--- src/rtl/sck_control_master.sv ---
// SPI master serial-clock generator: divides clk into SCK_out, frames DATA_BITS bits
// per start request and emits single-cycle shift/sample strobes for all CPOL/CPHA modes.
module sck_control_master #(
    parameter int DATA_BITS = 8,
    parameter int DIV_WIDTH = 8
) (
    input  logic                 clk,
    input  logic                 rst_n,
    input  logic                 start,
    input  logic                 abort,
    input  logic                 CPOL,
    input  logic                 CPHA,
    input  logic [DIV_WIDTH-1:0] baud_div,
    output logic                 SCK_out,
    output logic                 Shift_en,
    output logic                 Sample_en,
    output logic                 busy,
    output logic                 idle,
    output logic                 done
);

    localparam int EC_W = (2 * DATA_BITS > 1) ? $clog2(2 * DATA_BITS) : 1;
    localparam logic [EC_W-1:0] EC_LAST = EC_W'(2 * DATA_BITS - 1);

    typedef enum logic [1:0] {
        S_IDLE   = 2'd0,
        S_ACTIVE = 2'd1,
        S_TAIL   = 2'd2
    } state_t;

    state_t               r_state;
    state_t               w_state;
    logic                 r_cpol,   w_cpol;
    logic                 r_cpha,   w_cpha;
    logic [DIV_WIDTH-1:0] r_div,    w_div;
    logic [DIV_WIDTH-1:0] r_hc,     w_hc;
    logic [EC_W-1:0]      r_ec,     w_ec;
    logic                 r_sck,    w_sck;
    logic                 r_shift,  w_shift;
    logic                 r_sample, w_sample;
    logic                 r_busy,   w_busy;
    logic                 r_idle,   w_idle;
    logic                 r_done,   w_done;
    logic                 w_hc_hit;

    always_ff @(posedge clk or negedge rst_n) begin
        if (!rst_n) begin
            r_state  <= S_IDLE;
            r_cpol   <= 1'b0;
            r_cpha   <= 1'b0;
            r_div    <= '0;
            r_hc     <= '0;
            r_ec     <= '0;
            r_sck    <= 1'b0;
            r_shift  <= 1'b0;
            r_sample <= 1'b0;
            r_busy   <= 1'b0;
            r_idle   <= 1'b1;
            r_done   <= 1'b0;
        end else begin
            r_state  <= w_state;
            r_cpol   <= w_cpol;
            r_cpha   <= w_cpha;
            r_div    <= w_div;
            r_hc     <= w_hc;
            r_ec     <= w_ec;
            r_sck    <= w_sck;
            r_shift  <= w_shift;
            r_sample <= w_sample;
            r_busy   <= w_busy;
            r_idle   <= w_idle;
            r_done   <= w_done;
        end
    end

    always_comb begin
        w_state  = r_state;
        w_cpol   = r_cpol;
        w_cpha   = r_cpha;
        w_div    = r_div;
        w_hc     = r_hc;
        w_ec     = r_ec;
        w_sck    = r_sck;
        w_shift  = 1'b0;
        w_sample = 1'b0;
        w_busy   = r_busy;
        w_done   = 1'b0;
        w_hc_hit = (r_hc == r_div);

        case (r_state)
            S_IDLE: begin
                w_sck = CPOL;
                // A start coinciding with the done pulse is deliberately dropped.
                if (start && !abort && !r_done) begin
                    w_state = S_ACTIVE;
                    w_cpol  = CPOL;
                    w_cpha  = CPHA;
                    w_div   = baud_div;
                    w_hc    = '0;
                    w_ec    = '0;
                    w_busy  = 1'b1;
                    w_shift = ~CPHA;
                end
            end

            S_ACTIVE: begin
                if (abort) begin
                    w_state = S_IDLE;
                    w_sck   = r_cpol;
                    w_busy  = 1'b0;
                    w_hc    = '0;
                    w_ec    = '0;
                end else if (w_hc_hit) begin
                    w_sck = ~r_sck;
                    w_hc  = '0;
                    w_ec  = r_ec + EC_W'(1);
                    if (!r_ec[0]) begin
                        w_shift  = r_cpha;
                        w_sample = ~r_cpha;
                    end else begin
                        // CPHA=0 has no bit left to drive after the final trailing edge.
                        w_shift  = ~r_cpha && (r_ec != EC_LAST);
                        w_sample = r_cpha;
                    end
                    if (r_ec == EC_LAST) begin
                        w_state = S_TAIL;
                        w_ec    = '0;
                    end
                end else begin
                    w_hc = r_hc + DIV_WIDTH'(1);
                end
            end

            S_TAIL: begin
                if (abort) begin
                    w_state = S_IDLE;
                    w_sck   = r_cpol;
                    w_busy  = 1'b0;
                    w_hc    = '0;
                    w_ec    = '0;
                end else if (w_hc_hit) begin
                    w_state = S_IDLE;
                    w_hc    = '0;
                    w_busy  = 1'b0;
                    w_done  = 1'b1;
                end else begin
                    w_hc = r_hc + DIV_WIDTH'(1);
                end
            end

            default: begin
                w_state = S_IDLE;
                w_busy  = 1'b0;
                w_hc    = '0;
                w_ec    = '0;
            end
        endcase

        w_idle = ~w_busy;
    end

    assign SCK_out   = r_sck;
    assign Shift_en  = r_shift;
    assign Sample_en = r_sample;
    assign busy      = r_busy;
    assign idle      = r_idle;
    assign done      = r_done;

endmodule

--- config.mk ---
export PLATFORM = sky130hd
export DESIGN_NAME = sck_control_master
export DESIGN_NICKNAME = d
export VERILOG_FILES = /design/src/rtl/sck_control_master.sv
export SDC_FILE = /design/constraint.sdc
export NUM_CORES = 1
export LEC_CHECK = 0
export BUFFER_PORTS_ARGS = -buffer_cell sky130_fd_sc_hd__buf_2
export CAP_MARGIN = 20
export CORE_AREA = 8 8 73 75
export DETAILED_ROUTE_END_ITERATION = 12
export DIE_AREA = 0 0 81 83
export PLACE_DENSITY = 0.66
export SYNTH_ARGS = -nofsm -noshare
export SYNTH_HDL_FRONTEND = slang
export SYNTH_SLANG_ARGS = --single-unit
--- constraint.sdc ---
create_clock -name clk -period 5.1 [get_ports clk]
set_input_delay 1.275 -clock clk [delete_from_list [all_inputs] [get_ports clk]]
set_output_delay 1.275 -clock clk [all_outputs]
set_load 0.02 [all_outputs]
==> impl_metrics.toml <==
[critical_path]
critPathCaptureType = "register"
worstSetupStartpointType = "input pin"
r2r_cells = 5
cp_num_buf_inv = 1
arrival_ns = 2.79
critPathRequiredTime_ns = 5.28
critical-path-top-delay-family = "simple AND/OR/NAND/NOR gates"
slowest_delay_ns = 0.48
crit_cells = 6
path_cells = "buf_2 -> nor3b_2 -> nand2b_1 -> nand2_1 -> or4_1 -> o211ai_1"
crit_slowest_cell = "or4_1"
path_max_fanout = 8
critical_path_class = "input pin to register"

[cells_and_area]
final.fill_count = 404
diodes = 0
drive_gt1_frac = 0.254
multiInputGateArea_sq_um = 805
num-nets-final = 192
seqCellArea_sq_um = 752
area_growth_pct = 14.5

[global_routing]
grt_use_met2 = 0.164
grt_max_degree = 31
track_usage = 0.102
grt_pass1_vias = 1178
antenna_found_initial = 0
grt.busiest_layer = "met2"
overflow = 0
grt_pass1_wl_um = 5460
grt_use_met3 = 0.0356
met1_usage = 0.116

[sta]
fin_crit_ns = 2.61
tightest_slew_ns = 0.803
max-slew-margin-rel = 0.462
fin_skew_ns = 0.00712
drv_slew = 0
tns_ns = 0
hold_viol_final = 0
fmax_ghz = 0.383
post-route-period-util = 0.512
setup_viol = 0
rsz0062_at_grt = "no"

[detailed_routing]
drc = 0
drt_iter0_drc = 59
vias = 1158
dr.pass1.iters = 4
via_per_inst = 5.15
post_drt_wl_per_cell_um = 13.6
ant_nets = 0
routed_wl_um = 3060

[logic_synthesis]
yosys_warnings = 0
avgSynthCellArea_sq_um = 10.6
synth_area_sq_um = 1590
synth_edf_count = 0
async_flop_share = 1.00
synth_nets = 170
ys.flop_type = "dfrtp_1"
synthDistinctLibCells = 43
synth_cells = 150
ys_seq_area_frac = 0.472
ys_ff_latch = 30

[floorplan]
die_h_um = 83
start_util = 0.379
dieArea_sq_um = 6720
core_area_sq_um = 4200
ios = 20
dieWidth_um = 81
row_count = 24

[clock_network]
post_cts.repair.setup_buffers = 0
htree_levels = 2
clk_latency_ns = 0.28
cts_root_buffer = "clkbuf_8"
tritoncts = "built"
cts.clk_slew.worst_paths_ns = 0.06
cts_hold_buf = 0
clockBufferDepth = 2
cts_resized = 0
cts_made_buffers = 5
cts.sinks = 30

[power_and_ir_drop]
power_mw = 0.815
powerDensity_nw_per_um2 = 447
leakage_nw = 0.811
peakVddDrop_mv = 0.112

[placement]
hpwl_um = 2310
gp_congestion = 0.763
io_buffers = 19

[run]
cap_violations = 0

[outcome]
status = "complete, no violations"

[hold_path]
min_path_cells = 1
hp-class = "register to register"
## registers in the layout, summed over array words and instances, names as in the netlist
signal,cells
Sample_en,1
r_cpha,1
r_div,8
done,1
r_state,2
r_hc,8
r_ec,4
r_cpol,1
Shift_en,1
busy,1
idle,1
SCK_out,1
## area by class of cell
cell class / instances / share of cell area
clock buffers: 8 / 0.0495
inverters: 4 / 0.00824
multi-input cells: 112 / 0.442
flip-flops and latches: 30 / 0.413
well taps: 52 / 0.0357
repair buffers: 19 / 0.0522
## worst register-to-register path: cells and delay by family, from the launching register on
kind	cells	cell delay [ns]
and+or+nand+nor	2	0.77
xor gates and xnor gates	1	0.17
AOI/OAI and AO/OA	1	0.25
muxes	1	0.35
DFF	1	0.44
## layer usage
| layer | part of all wire | vias up |
|---|---|---|
| met1 | 0.43 | 558 |
| met4 | 0.018 | 0 |
| met2 | 0.51 | 18 |
| li1 | - | 577 |
| met3 | 0.043 | 5 |
| met5 | 0 | - |
## cell usage in the layout (no fill, tap or decap), types with 2 or more instances in the layout
cell / instances
nor4_2: 2
xor2_1: 8
mux2_2: 12
nand2b_1: 5
xnor2_1: 3
clkbuf_1: 2
nor2b_1: 4
nand3_1: 8
nor3_1: 3
nor2_1: 8
a32o_1: 2
clkbuf_8: 6
ha_1: 6
buf_2: 19
nand2_1: 14
dfrtp_1: 29
o21ai_0: 8
a21oi_1: 7
inv_1: 4
## metrics by stage
step,worst slack (ns),instances,util,hold slack (ns),instance area (sq um)
after global routing,2.40,225,0.433,0.543,1820
after detailed placement,2.24,217,0.412,0.516,1730
after floorplan,2.60,150,-,0.492,1590
final,2.49,225,0.433,0.526,1820
after global placement,2.30,217,0.412,0.512,1730
after CTS,2.52,225,0.433,0.530,1820
## final timing paths
path,startpoint,end,slack (ns)
min in group asynchronous,rst_n,r_div[4],1.03
hold reg to reg,SCK_out,SCK_out,0.53
setup reg to reg,r_hc[1],SCK_out,3.00
hold / removal,SCK_out,SCK_out,0.53
setup / recovery,abort,r_ec[3],2.49
max in group asynchronous,rst_n,r_hc[7],3.65
## power by group
part	switching, mW	leakage [nW]	internal (mW)
clock network	0.0825	0.0455	0.110
registers	0.0471	0.388	0.305
logic	0.151	0.378	0.120
## cell usage after synthesis, types with 2 or more instances
cell type	count	area [sq um]
a21oi_1	7	35.0
a32o_1	2	20.0
dfrtp_1	29	726
ha_1	6	75.1
inv_1	4	15.0
mux2_2	12	135
nand2_1	14	52.6
nand2b_1	5	31.3
nand3_1	8	40.0
nor2_1	8	30.0
nor2b_1	4	25.0
nor3_1	3	15.0
nor4_2	2	25.0
o21ai_0	8	40.0
xnor2_1	3	26.3
xor2_1	8	70.1
## kinds of logic (layout without fill, tap and decap cells)
family / after synthesis / count (layout) / synth area share
AO/OA/AOI/OAI: 28 / 28 / 0.120
XOR/XNOR: 11 / 11 / 0.0605
adder cells (fa/ha/maj): 6 / 6 / 0.0472
buffers and inverters: 8 / 31 / 0.0220
flip-flops: 30 / 30 / 0.472
multiplexers: 13 / 13 / 0.0912
AND/OR/NAND/NOR: 54 / 54 / 0.187
Note: power is estimated with default switching activity, not from simulation.
